===== config.mk =====
export PLATFORM = sky130hd
export DESIGN_NAME = result_serializer_flat
export DESIGN_NICKNAME = d
export VERILOG_FILES = /design/src/rtl/fpga_io_pkg.sv /design/src/rtl/result_serializer_if.sv /design/src/rtl/result_serializer_edge_det.sv /design/src/rtl/result_serializer.sv /design/src/flat_wrapper.sv
export SDC_FILE = /design/constraint.sdc
export NUM_CORES = 1
export LEC_CHECK = 0
export CAP_MARGIN = 30
export CELL_PAD_IN_SITES_DETAIL_PLACEMENT = 1
export CELL_PAD_IN_SITES_GLOBAL_PLACEMENT = 2
export CORE_UTILIZATION = 38
export CTS_BUF_LIST = sky130_fd_sc_hd__clkbuf_8 sky130_fd_sc_hd__clkbuf_16
export CTS_CLUSTER_SIZE = 14
export DETAILED_ROUTE_END_ITERATION = 12
export HOLD_SLACK_MARGIN = 0.08
export PLACE_DENSITY = 0.87
export SETUP_SLACK_MARGIN = 0.2
export SLEW_MARGIN = 15
export SYNTH_ARGS = -nofsm -noshare
export SYNTH_HDL_FRONTEND = slang
export SYNTH_SLANG_ARGS = --single-unit

===== constraint.sdc =====
create_clock -name clk -period 5.2 [get_ports clk]
set_clock_uncertainty 0.2 [all_clocks]
set_input_delay 1.04 -clock clk [delete_from_list [all_inputs] [get_ports clk]]
set_output_delay 1.04 -clock clk [all_outputs]
set_load 0.005 [all_outputs]

===== src/rtl/fpga_io_pkg.sv =====
// Shared board I/O package.
// Holds the serializer state encoding, the result word width used at
// instantiation, and the slow-clock half period of the key/slow-clock generator.
package fpga_io_pkg;

   typedef enum logic [1:0] {
      IDLE  = 2'd0,
      ALIGN = 2'd1,
      SHIFT = 2'd2,
      STOP  = 2'd3
   } ser_state_t;

   localparam int RESULT_W   = 8;
   localparam int CLK_R_HALF = 2500;

endpackage


===== src/rtl/result_serializer_if.sv =====
// Bundle between the result producer / push source and the serial transmitter.
//   data_in, data_valid, push        : producer -> serializer
//   tx_data, tx_frame, busy, pending,
//   done                             : serializer -> GPIO / observer
// master = producer/observer side, slave = serializer side.
interface result_serializer_if #(
   parameter int DATA_W = 8
) ();

   logic [DATA_W-1:0] data_in;
   logic              data_valid;
   logic              push;
   logic              tx_data;
   logic              tx_frame;
   logic              busy;
   logic              pending;
   logic              done;

   modport master (
      output data_in, data_valid, push,
      input  tx_data, tx_frame, busy, pending, done
   );

   modport slave (
      input  data_in, data_valid, push,
      output tx_data, tx_frame, busy, pending, done
   );

endinterface


===== src/rtl/result_serializer_edge_det.sv =====
// Generic edge detector: registers the previous level of a signal that is
// already synchronous to clk and reports rise/fall combinationally.
//   clk, rstn : clock, asynchronous active-low reset
//   clr       : synchronous clear, forces the stored level to RST_LVL
//   level     : sampled signal
//   rise/fall : one-cycle strobes while the new level differs from the stored one
module edge_det #(
   parameter logic RST_LVL = 1'b1
) (
   input  logic clk,
   input  logic rstn,
   input  logic clr,
   input  logic level,
   output logic rise,
   output logic fall
);

   logic level_d_reg;

   always_ff @(posedge clk or negedge rstn) begin
      if (!rstn) begin
         level_d_reg <= RST_LVL;
      end else if (clr) begin
         level_d_reg <= RST_LVL;
      end else begin
         level_d_reg <= level;
      end
   end

   assign rise = ~level_d_reg &  level;
   assign fall =  level_d_reg & ~level;

endmodule


===== src/rtl/result_serializer.sv =====
// Serial result transmitter.
// Latches a result word, waits for a push pulse, then shifts the word out
// MSB-first on tx_data. Bits change one cycle after each falling edge of the
// slow clock clk_R so a receiver can sample on clk_R rising edges. tx_frame
// brackets the bits; after one further clk_R period with the frame low, done
// pulses for one cycle and busy drops.
//   clk   : system clock (also clocks the push and clk_R sources)
//   rstn  : asynchronous active-low reset
//   en    : block enable; low synchronously returns everything to reset state
//   clk_R : slow clock level, synchronous to clk
//   bus   : slave side of result_serializer_if
module result_serializer
   import fpga_io_pkg::*;
#(
   parameter int DATA_W = RESULT_W
) (
   input  logic                clk,
   input  logic                rstn,
   input  logic                en,
   input  logic                clk_R,
   result_serializer_if.slave  bus
);

   localparam int CNT_W = $clog2(DATA_W + 1);

   ser_state_t        state_reg,    state_next;
   logic [DATA_W-1:0] hold_reg,     hold_next;
   logic [DATA_W-1:0] shreg_reg,    shreg_next;
   logic [CNT_W-1:0]  cnt_reg,      cnt_next;
   logic              tx_data_reg,  tx_data_next;
   logic              tx_frame_reg, tx_frame_next;
   logic              busy_reg,     busy_next;
   logic              pending_reg,  pending_next;
   logic              done_reg,     done_next;

   logic              fall;
   logic              clk_r_rise_unused;

   // Previous clk_R level resets high, so a low level straight out of reset or
   // re-enable is seen as a falling edge, just as the generator would produce.
   edge_det #(
      .RST_LVL (1'b1)
   ) u_clk_r_edge (
      .clk   (clk),
      .rstn  (rstn),
      .clr   (~en),
      .level (clk_R),
      .rise  (clk_r_rise_unused),
      .fall  (fall)
   );

   always_comb begin
      state_next    = state_reg;
      hold_next     = hold_reg;
      shreg_next    = shreg_reg;
      cnt_next      = cnt_reg;
      tx_data_next  = tx_data_reg;
      tx_frame_next = tx_frame_reg;
      busy_next     = busy_reg;
      pending_next  = pending_reg;
      done_next     = 1'b0;

      case (state_reg)
         IDLE: begin
            // push without a waiting word is dropped; push while busy never
            // reaches here, so it cannot queue.
            if (bus.push && pending_reg) begin
               shreg_next   = hold_reg;
               pending_next = 1'b0;
               busy_next    = 1'b1;
               state_next   = ALIGN;
            end
         end
         ALIGN: begin
            if (fall) begin
               tx_data_next  = shreg_reg[DATA_W-1];
               tx_frame_next = 1'b1;
               shreg_next    = shreg_reg << 1;
               cnt_next      = CNT_W'(1);
               state_next    = SHIFT;
            end
         end
         SHIFT: begin
            if (fall) begin
               if (cnt_reg < CNT_W'(DATA_W)) begin
                  tx_data_next = shreg_reg[DATA_W-1];
                  shreg_next   = shreg_reg << 1;
                  cnt_next     = cnt_reg + CNT_W'(1);
               end else begin
                  tx_data_next  = 1'b0;
                  tx_frame_next = 1'b0;
                  cnt_next      = '0;
                  state_next    = STOP;
               end
            end
         end
         STOP: begin
            // Guard period: one full clk_R period with the frame low.
            if (fall) begin
               done_next  = 1'b1;
               busy_next  = 1'b0;
               state_next = IDLE;
            end
         end
         default: begin
            state_next = IDLE;
         end
      endcase

      // Capture after the FSM so an accepted push in the same cycle takes the
      // old hold, while the new word is kept and stays pending.
      if (bus.data_valid) begin
         hold_next    = bus.data_in;
         pending_next = 1'b1;
      end
   end

   always_ff @(posedge clk or negedge rstn) begin
      if (!rstn) begin
         state_reg    <= IDLE;
         hold_reg     <= '0;
         shreg_reg    <= '0;
         cnt_reg      <= '0;
         tx_data_reg  <= 1'b0;
         tx_frame_reg <= 1'b0;
         busy_reg     <= 1'b0;
         pending_reg  <= 1'b0;
         done_reg     <= 1'b0;
      end else if (!en) begin
         state_reg    <= IDLE;
         hold_reg     <= '0;
         shreg_reg    <= '0;
         cnt_reg      <= '0;
         tx_data_reg  <= 1'b0;
         tx_frame_reg <= 1'b0;
         busy_reg     <= 1'b0;
         pending_reg  <= 1'b0;
         done_reg     <= 1'b0;
      end else begin
         state_reg    <= state_next;
         hold_reg     <= hold_next;
         shreg_reg    <= shreg_next;
         cnt_reg      <= cnt_next;
         tx_data_reg  <= tx_data_next;
         tx_frame_reg <= tx_frame_next;
         busy_reg     <= busy_next;
         pending_reg  <= pending_next;
         done_reg     <= done_next;
      end
   end

   assign bus.tx_data  = tx_data_reg;
   assign bus.tx_frame = tx_frame_reg;
   assign bus.busy     = busy_reg;
   assign bus.pending  = pending_reg;
   assign bus.done     = done_reg;

endmodule


===== src/flat_wrapper.sv =====
// flat-port wrapper written by rule: the top's interface ports become plain ports
module result_serializer_flat import fpga_io_pkg::*;
#(
   parameter int DATA_W = RESULT_W
)
  (clk, rstn, en, clk_R, bus_data_in, bus_data_valid, bus_push, bus_tx_data, bus_tx_frame, bus_busy, bus_pending, bus_done);
  result_serializer_if #(.DATA_W(DATA_W)) bus_i ();
  input  logic clk;
  input  logic rstn;
  input  logic en;
  input  logic clk_R;
  input wire logic [$bits(bus_i.data_in)-1:0] bus_data_in;
  input wire logic [$bits(bus_i.data_valid)-1:0] bus_data_valid;
  input wire logic [$bits(bus_i.push)-1:0] bus_push;
  output wire logic [$bits(bus_i.tx_data)-1:0] bus_tx_data;
  output wire logic [$bits(bus_i.tx_frame)-1:0] bus_tx_frame;
  output wire logic [$bits(bus_i.busy)-1:0] bus_busy;
  output wire logic [$bits(bus_i.pending)-1:0] bus_pending;
  output wire logic [$bits(bus_i.done)-1:0] bus_done;
  assign bus_i.data_in = bus_data_in;
  assign bus_i.data_valid = bus_data_valid;
  assign bus_i.push = bus_push;
  assign bus_tx_data = bus_i.tx_data;
  assign bus_tx_frame = bus_i.tx_frame;
  assign bus_busy = bus_i.busy;
  assign bus_pending = bus_i.pending;
  assign bus_done = bus_i.done;
  result_serializer #(.DATA_W(DATA_W)) u_core (.clk(clk), .rstn(rstn), .en(en), .clk_R(clk_R), .bus(bus_i));
endmodule

==> metrics.md, run 1 <==
| Metric | Value |
|---|---|
| Die height | 66.3 µm |
| Hold Fails Final Rpt | 0 |
| Fmax achieved | 331 MHz |
| IO Pins | 19 |
| Most frequent CP cell | or4b_1 |
| Filler Cell Count | 425 |
| Vias in the first global route | 1308 |
| Initial Util | 41.3% |
| Area Growth Syn to Fin | 16.6% |
| Final HPWL DP | 2540 µm |
| Distinct cells, synth | 36 |
| CTS tree | built |
| Critical Path Max Stage Delay | 0.88 ns |
| Most frequent cells in the layout | dfrtp_1 (27), nand3_1 (18), clkdlybuf4s50_1 (18) |
| Total track usage | 18.4% |
| Post-synth EDFFs | 0 |
| Via Count | 1177 |
| DRT antenna net count | 0 |
| Top FF cell, synth | dfrtp_1 |
| Initial antenna violation count | 0 |
| Hold Crit Depth | 1 |
| Mean Syn Cell Area | 10.4 µm² |
| Root Buffer | clkbuf_8 |
| Worst Hold Endpoint | u_core.bus.tx_data$_DFFE_PN0P_ |
| Total negative slack | 0 ns |
| Post-CTS Resized | 0 |
| Total Power | 0.000659 W |
| Routed WL | 3470 µm |
| Synth top area share | 43.1% |
| RSZ-0062 raised after global routing | no |
| Critical path's top delay family | buffers and inverters |
| Full die area | 0.00439 mm² |
| Buf/Inv on CP | 1 |
| Global-route wire length before repair | 6110 µm |
| # port buffers | 18 |
| Met1 Usage GRT | 23.2% |
| Final nets | 188 |
| GR Overflow Total | 0 |
| Num rows | 22 |
| Pin count of the biggest net entering global routing | 29 |
| Seq cells post-synth | 28 |
| Crit path time final | 3.02 ns |
| Reg2reg end | u_core.shreg_reg[1]$_DFFE_PN0P_ |
| Crit path from | en |
| Commonest non-fill, non-tap cell in the layout | dfrtp_1 |
| Critical path class | input pin to flip-flop |
| DR iter-0 viols | 29 |
| Crit-path cells | clkdlybuf4s50_1, or4b_1, o21ai_2, or4b_1, nand3_1 |
| Pre-CTS WS | 1.87 ns |
| Outcome | completed |
| CTS Buffer Depth | 2 |
| CP Launch Type | input pin |
| R2r setup slk | 2.98 ns |
| Global Route met2 Usage | 31.8% |
| Clock sink count | 28 |
| Top area cells in the synthesized netlist | dfrtp_1 (43%), mux2i_1 (10%), nand3_1 (5.7%) |
| Max_slew headroom | 57.5% |
| Hold Path Class | flip-flop to flip-flop |
| Min Hold Slack | 0.315 ns |
| Crit-path slowest cell | clkdlybuf4s50_1 |
| GP Congestion | 0.711 |
| Final worst slack | 2.18 ns |
| Setup Viol. Count Final | 0 |
| Met3 GRT Util | 2.76% |
| Via-to-Cell Ratio | 5.47 |
| Async SR Flop Fraction | 100% |
| # Max-Cap Violations | 0 |
| DRC | 0 |
| Yosys warnings | 0 |
| Syn nets | 171 |
| CP Capture Type | flip-flop |
| Gate Count Post-Synth | 151 |
| Worst Tran Pin Value | 0.636 ns |
| Final Max Slew Viols | 0 |
| Clock Pin Slew Worst Setup and Hold Paths | 0.10 ns |
| Post-CTS Setup Repair Bufs | 0 |
| Layer with the highest usage | met2 |
| RR Startpoint | u_core.state_reg[1]$_DFFE_PN0P_ |
| Worst-Skew Late Latency | 0.27 ns |
| Max FO, Critical Path | 21 |
| Pleak | 0.827 nW |
| Initial DRT Pass Iterations | 4 |
| Share of post-route cells with drive strength above 1 | 7.19% |
| Required @ worst endpoint | 5.15 ns |
| Yosys top cell by area | dfrtp_1 |
| H-tree depth | 1 |
| Die width | 66.3 µm |
| # diodes | 0 |
| CTS buffer count | 3 |
| CORE AREA | 0.00380 mm² |
| Hold Path Origin | u_core.bus.tx_data$_DFFE_PN0P_ |
| CTS Hold Bufs | 0 |
| Worst r2r path cells | 6 |
| Syn Std Cell Area | 0.00157 mm² |
| Post-synthesis sequential area ratio | 44.7% |
| PD cells | 360 mW/mm² |
| WL/cell | 16.1 µm |
| Worst VDD drop | 0.129 mV |
| Worst Path Arrival | 2.97 ns |
| Final worst-path cycle share | 58.1% |
Yosys cell counts (2+ instances only):
cell type and n:
dfrtp_1 27, nand3_1 18, mux2i_1 16, nand2_1 14, nor2b_1 11, or4b_1 8, ha_1 6, clkbuf_1 5
a21oi_1 4, inv_1 4, o21ai_0 4, mux2_1 3, nand3b_1 3, nor2_1 3, and2_1 2, and3_1 2
o22ai_1 2
power breakdown:
part / total (W) / switching, W / internal [W]
clock network: 0.000122 / 0.0000691 / 0.0000530
logic: 0.000266 / 0.000149 / 0.000117
registers: 0.000271 / 0.0000251 / 0.000246
layout make-up:
| class | instances | area (µm²) | share of cell area (%) |
|---|---|---|---|
| Multi-Input combinational cell | 111 | 812 | 44.4 |
| Sequential cell | 28 | 702 | 38.4 |
| Timing Repair Buffer | 20 | 195 | 10.7 |
| Tap cell | 48 | 60.1 | 3.28 |
| Clock buffer | 3 | 41.3 | 2.26 |
| Inverter | 4 | 15.0 | 0.821 |
| Clock inverter | 1 | 3.75 | 0.205 |
stage by stage:
stage               instance area, µm²  util (%)  std cells
floorplan                         1570         -        151
global placement                  1780      47.0        211
detailed placement                1780      47.0        211
CTS                               1830      48.2        215
global route                      1830      48.2        215
finish                            1830      48.2        215
per-layer routing:
metal	part of all wire (%)	vias to the layer above
li1	-	564
met5	0	-
met1	48	582
met3	2.9	4
met4	1.3	0
met2	48	27
worst max path at each step:
stage | depth (start not counted) | slack (ns) | endpoint
6_report | 5 | 2.18 | u_core.shreg_reg[1]$_DFFE_PN0P_
3_3_place_gp | 5 | 2.01 | u_core.shreg_reg[3]$_DFFE_PN0P_
2_1_floorplan | 5 | 2.82 | u_core.shreg_reg[6]$_DFFE_PN0P_
5_1_grt | 5 | 2.08 | u_core.shreg_reg[7]$_DFFE_PN0P_
3_5_place_dp | 5 | 1.87 | u_core.shreg_reg[6]$_DFFE_PN0P_
4_1_cts | 5 | 2.16 | u_core.shreg_reg[1]$_DFFE_PN0P_
cell families after synthesis:
group	after synthesis	share of synthesized area (%)
AND/OR/NAND/NOR	68	26.5
flip-flops	28	44.7
multiplexers	19	12.4
AO/OA/AOI/OAI	17	7.58
buffers and inverters	12	3.51
adder cells (fa/ha/maj)	6	4.78
XOR/XNOR	1	0.558
No activity file was read; power rests on OpenSTA's default activity.
==> run 2: changes to the inputs <==
--- a/config.mk
+++ b/config.mk
@@ -8,12 +8,12 @@
 export CAP_MARGIN = 30
 export CELL_PAD_IN_SITES_DETAIL_PLACEMENT = 1
 export CELL_PAD_IN_SITES_GLOBAL_PLACEMENT = 2
-export CORE_UTILIZATION = 38
+export CORE_UTILIZATION = 35
 export CTS_BUF_LIST = sky130_fd_sc_hd__clkbuf_8 sky130_fd_sc_hd__clkbuf_16
 export CTS_CLUSTER_SIZE = 14
 export DETAILED_ROUTE_END_ITERATION = 12
 export HOLD_SLACK_MARGIN = 0.08
-export PLACE_DENSITY = 0.87
+export PLACE_DENSITY = 0.82
 export SETUP_SLACK_MARGIN = 0.2
 export SLEW_MARGIN = 15
 export SYNTH_ARGS = -nofsm -noshare
==> constraint.sdc (replaced) <==
create_clock -name clk -period 2.9 [get_ports clk]
set_clock_uncertainty 0.2 [all_clocks]
set_input_delay 0.58 -clock clk [delete_from_list [all_inputs] [get_ports clk]]
set_output_delay 0.58 -clock clk [all_outputs]
set_load 0.005 [all_outputs]
==> metrics.md, run 2 (same netlist as run 1, synthesis figures left out) <==
| Metric | Value |
|---|---|
| Max FO, Critical Path | 16 |
| R2r setup slk | 0.66 ns |
| Area occupied by multi-input gates | 812 µm² |
| Hold Path Origin | u_core.bus.tx_data$_DFFE_PN0P_ |
| H-tree depth | 1 |
| # diodes | 0 |
| WL/cell | 15.7 µm |
| Post-CTS Setup Repair Bufs | 0 |
| Hold Crit Depth | 1 |
| Worst Path Arrival | 2.19 ns |
| Worst Tran Pin Value | 0.600 ns |
| Total track usage | 16.6% |
| Initial antenna violation count | 0 |
| Hold Path Class | flip-flop to flip-flop |
| Critical Path Max Stage Delay | 0.56 ns |
| Via Count | 1158 |
| Via-to-Cell Ratio | 5.34 |
| Most frequent cells in the layout | dfrtp_1 (27), nand3_1 (18), clkdlybuf4s50_1 (18) |
| Max_slew headroom | 60.0% |
| Hold Fails Final Rpt | 0 |
| Critical path's top delay family | simple AND/OR/NAND/NOR gates |
| # port buffers | 18 |
| CTS Buffer Depth | 2 |
| Crit-path slowest cell | or4b_1 |
| PD cells | 688 mW/mm² |
| DR iter-0 viols | 44 |
| Die height | 69.0 µm |
| # Max-Cap Violations | 0 |
| Num rows | 23 |
| GP Congestion | 0.756 |
| Reg2reg end | u_core.shreg_reg[0]$_DFFE_PN0P_ |
| FF+latch area | 702 µm² |
| Critical path class | flip-flop to flip-flop |
| Initial Util | 37.9% |
| Initial DRT Pass Iterations | 3 |
| Filler Cell Count | 472 |
| Fmax achieved | 447 MHz |
| Buf/Inv on CP | 1 |
| Share of post-route cells with drive strength above 1 | 7.78% |
| CTS buffer count | 3 |
| Vias in the first global route | 1182 |
| RSZ-0062 raised after global routing | no |
| GR Overflow Total | 0 |
| Area Growth Syn to Fin | 18.4% |
| Clock sink count | 28 |
| RR Startpoint | u_core.state_reg[1]$_DFFE_PN0P_ |
| Root Buffer | clkbuf_8 |
| Worst VDD drop | 0.313 mV |
| Worst Hold Endpoint | u_core.bus.tx_data$_DFFE_PN0P_ |
| Full die area | 0.00475 mm² |
| Total negative slack | 0 ns |
| Final worst-path cycle share | 77.1% |
| Final nets | 188 |
| Routed WL | 3410 µm |
| Worst-Skew Late Latency | 0.28 ns |
| CP Capture Type | flip-flop |
| CORE AREA | 0.00414 mm² |
| CTS tree | built |
| Pin count of the biggest net entering global routing | 39 |
| Outcome | completed |
| CTS Hold Bufs | 0 |
| Required @ worst endpoint | 2.86 ns |
| DRT antenna net count | 0 |
| Worst r2r path cells | 6 |
| Post-CTS Resized | 0 |
| Pleak | 0.836 nW |
| Clock Pin Slew Worst Setup and Hold Paths | 0.11 ns |
| CP Launch Type | flip-flop |
| Final HPWL DP | 2410 µm |
| Commonest non-fill, non-tap cell in the layout | dfrtp_1 |
| Worst path depth | 6 |
| Setup Viol. Count Final | 0 |
| Total Power | 0.00128 W |
| Crit path time final | 2.24 ns |
| Final Max Slew Viols | 0 |
| Crit-path cells | inv_1, ha_1, or4b_1, o21ai_2, or3_1, nand3_1 |
| Die width | 69.0 µm |
| DRC | 0 |
| Global-route wire length before repair | 5870 µm |
| IO Pins | 19 |
-- run 2: metrics by stage --
| stage | instances | hold slack [ns] | util [%] | instance area [µm²] | setup slack, ns |
|---|---|---|---|---|---|
| final | 217 | 0.317 | 44.8 | 1860 | 0.664 |
| after global routing | 217 | 0.342 | 44.8 | 1860 | 0.578 |
| after CTS | 217 | 0.330 | 44.8 | 1860 | 0.657 |
| after detailed placement | 213 | 0.308 | 43.1 | 1790 | 0.448 |
| after global placement | 213 | 0.271 | 43.1 | 1790 | 0.518 |
| after floorplan | 151 | 0.0844 | - | 1570 | 0.877 |
-- run 2: report_power, final --
part	switching, W	internal (W)	leakage, nW
combinational	0.000269	0.000209	0.425
sequential	0.0000447	0.000441	0.375
clock	0.000129	0.000185	0.0357
-- run 2: worst max path at each step --
stage | slack [ns] | end | start
2_1_floorplan | 0.88 | u_core.shreg_reg[6]$_DFFE_PN0P_ | u_core.state_reg[1]$_DFFE_PN0P_
3_3_place_gp | 0.52 | u_core.shreg_reg[3]$_DFFE_PN0P_ | clk_R
3_5_place_dp | 0.45 | u_core.shreg_reg[5]$_DFFE_PN0P_ | clk_R
4_1_cts | 0.66 | u_core.shreg_reg[0]$_DFFE_PN0P_ | u_core.state_reg[1]$_DFFE_PN0P_
5_1_grt | 0.58 | u_core.shreg_reg[0]$_DFFE_PN0P_ | u_core.state_reg[1]$_DFFE_PN0P_
6_report | 0.66 | u_core.shreg_reg[0]$_DFFE_PN0P_ | u_core.state_reg[1]$_DFFE_PN0P_
-- run 2: area by class of cell --
type	count	area share, %
Multi-Input combinational cell	111	43.7
Sequential cell	28	37.8
Timing Repair Buffer	20	10.5
Tap cell	50	3.37
Clock buffer	3	2.22
Clock inverter	1	1.62
Inverter	4	0.808
-- run 2: layer usage --
metal	global-route usage [%]	share of wire, %	vias up
li1	-	-	565
met1	22.8	50	575
met2	27.1	46	16
met3	3.45	3.0	2
met4	3.06	0.73	0
met5	0	0	-
==> run 3: changes to the inputs <==
--- a/config.mk
+++ b/config.mk
@@ -8,12 +8,12 @@
 export CAP_MARGIN = 30
 export CELL_PAD_IN_SITES_DETAIL_PLACEMENT = 1
 export CELL_PAD_IN_SITES_GLOBAL_PLACEMENT = 2
-export CORE_UTILIZATION = 35
+export CORE_UTILIZATION = 32
 export CTS_BUF_LIST = sky130_fd_sc_hd__clkbuf_8 sky130_fd_sc_hd__clkbuf_16
 export CTS_CLUSTER_SIZE = 14
 export DETAILED_ROUTE_END_ITERATION = 12
 export HOLD_SLACK_MARGIN = 0.08
-export PLACE_DENSITY = 0.82
+export PLACE_DENSITY = 0.79
 export SETUP_SLACK_MARGIN = 0.2
 export SLEW_MARGIN = 15
 export SYNTH_ARGS = -nofsm -noshare
==> constraint.sdc (replaced) <==
create_clock -name clk -period 1.8 [get_ports clk]
set_clock_uncertainty 0.2 [all_clocks]
set_input_delay 0.36 -clock clk [delete_from_list [all_inputs] [get_ports clk]]
set_output_delay 0.36 -clock clk [all_outputs]
set_load 0.005 [all_outputs]
==> metrics.md, run 3 (same netlist as run 1, synthesis figures left out) <==
| Metric | Value |
|---|---|
| Hold Path Class | input pin to asynchronous set/reset pin |
| Clock Pin Slew Worst Setup and Hold Paths | 0.11 ns |
| CTS buffer count | 3 |
| Final worst-path cycle share | 116% |
| Fmax achieved | 478 MHz |
| Max_slew headroom | 74.3% |
| Outcome | complete, but fails checks |
| Global-route wire length before repair | 7820 µm |
| Area Growth Syn to Fin | 58.6% |
| Finished Core Util | 52.7% |
| Fin area | 0.00249 mm² |
| Initial antenna violation count | 0 |
| CP Capture Type | flip-flop |
| Sw power | 0.00115 W |
| Initial Util | 33.2% |
| Total Power | 0.00316 W |
| Via Count | 1424 |
| Clock power share | 16.7% |
| GR Overflow Total | 0 |
| Setup Viol. Count Final | 16 |
| Min Hold Slack | 0.246 ns |
| Reg2reg end | u_core.shreg_reg[6]$_DFFE_PN0P_ |
| Worst Tran Pin Value | 0.385 ns |
| Final nets | 233 |
| Max FO, Critical Path | 6 |
| Critical path's top delay family | simple AND/OR/NAND/NOR gates |
| Switching Share | 36.4% |
| Total track usage | 20.2% |
| DRT antenna net count | 0 |
| Total negative slack | -3.45 ns |
| Filler Cell Count | 511 |
| Failing checks | setup timing |
| Share of power burned in registers | 24.9% |
| Root Buffer | clkbuf_8 |
| Worst-Skew Late Latency | 0.29 ns |
| Hold Fails Final Rpt | 0 |
| GP Congestion | 0.818 |
| RSZ-0062 raised after global routing | yes |
| CTS tree | built |
| CTS Hold Bufs | 0 |
| Most frequent cells in the layout | buf_4 (30), dfrtp_1 (27), nand3_1 (16), mux2i_1 (16), buf_6 (14) |
| Pleak | 1.16 nW |
| Commonest non-fill, non-tap cell in the layout | buf_4 |
| R2r setup slk | -0.29 ns |
| Pin count of the biggest net entering global routing | 39 |
| Buf/Inv on CP | 3 |
| IO Pins | 19 |
| DR iter-0 viols | 90 |
| # Max-Cap Violations | 0 |
| Crit path from | u_core.state_reg[0]$_DFFE_PN0P_ |
| Final worst slack | -0.293 ns |
| H-tree depth | 1 |
| Crit path time final | 2.09 ns |
| Comb power frac | 58.4% |
| Worst Path Arrival | 2.13 ns |
| Final Max Slew Viols | 0 |
| Crit-path slowest cell | or4b_4 |
| Crit-path cells | buf_6, ha_4, buf_8, buf_4, a21o_4, or4b_4, nand3_2 |
| Dpl cell area | 0.00202 mm² |
| # diodes | 0 |
| CTS Buffer Depth | 2 |
| RR Startpoint | u_core.state_reg[0]$_DFFE_PN0P_ |
| Full die area | 0.00519 mm² |
| Required @ worst endpoint | 1.84 ns |
| Num rows | 25 |
| CP Launch Type | flip-flop |
| Critical path class | flip-flop to flip-flop |
| Critical Path Sink | u_core.shreg_reg[6]$_DFFE_PN0P_ |
| # port buffers | 18 |
| CORE AREA | 0.00472 mm² |
| PD cells | 1270 mW/mm² |
| Routed WL | 5490 µm |
| Share of post-route cells with drive strength above 1 | 41.0% |
| DRC | 0 |
| Final HPWL DP | 2860 µm |
| Critical Path Max Stage Delay | 0.53 ns |
| Vias in the first global route | 1533 |
| Die height | 72.0 µm |
| Worst r2r path cells | 7 |
| Worst path depth | 7 |
| WL/cell | 19.7 µm |
| Initial DRT Pass Iterations | 4 |
| Clock sink count | 28 |
| Die width | 72.0 µm |
| Int Pwr | 0.00201 W |
| Worst VDD drop | 0.661 mV |
| Via-to-Cell Ratio | 5.10 |
[run 3: routing by layer]
metal / GRT usage, % / part of all wire, % / vias up
met4: 8.50 / 2.4 / 0
li1: - / - / 662
met5: 0 / 0 / -
met3: 3.19 / 2.1 / 10
met1: 23.0 / 44 / 729
met2: 37.5 / 51 / 23
[run 3: repair_timing]
action,in CTS,in global routing
endpoints found under the setup margin,22,17
pin swaps,9,17
setup buffers,9,8
resized for setup,43,20
gates cloned,2,0
[run 3: final cells by class]
cell class	count	area [µm²]	area share, %
tap	67	83.8	3.37
sequential	28	702	28.2
timing repair buffer	63	572	23.0
clock buffer	3	41.3	1.66
clock inverter	1	30.0	1.21
inverter	4	15.0	0.603
multi-input combinational	113	1040	42.0
[run 3: worst register-to-register path, delay by kind of cell (launching register included)]
kind / cells / cell delay, ns
and+or+nand+nor: 2 / 0.61
adders and majority gates: 1 / 0.16
AOI/OAI and AO/OA: 1 / 0.23
buffers and inverters: 3 / 0.41
DFF: 1 / 0.43
[run 3: through the flow]
stage,instances,setup WS [ns]
2_1_floorplan,151,-0.120
3_3_place_gp,256,-0.393
3_5_place_dp,256,-0.426
4_1_cts,271,-0.208
5_1_grt,279,-0.327
6_report,279,-0.293
[run 3: power groups by stage]
| stage | clock network (W) | registers (W) | logic [W] |
|---|---|---|---|
| finish | 0.000527 | 0.000787 | 0.00184 |
| global route | 0.000557 | 0.000796 | 0.00194 |
| CTS | 0.000520 | 0.000779 | 0.00152 |
| detailed placement | 0 | 0.000798 | 0.00106 |
| global placement | 0 | 0.000786 | 0.00102 |
| floorplan | 0 | 0.000779 | 0.000661 |
[run 3: how the worst min path moves through the flow]
stage                     slack [ns]                      startpoint                         endpoint
after floorplan                -0.14                            rstn      u_core.bus.busy$_DFFE_PN0P_
after global placement          0.28  u_core.bus.tx_data$_DFFE_PN0P_   u_core.bus.tx_data$_DFFE_PN0P_
after detailed placement        0.28  u_core.bus.tx_data$_DFFE_PN0P_   u_core.bus.tx_data$_DFFE_PN0P_
after CTS                       0.26                            rstn   u_core.bus.pending$_DFFE_PN0P_
after global routing            0.27                            rstn  u_core.state_reg[0]$_DFFE_PN0P_
final                           0.25                            rstn  u_core.state_reg[0]$_DFFE_PN0P_
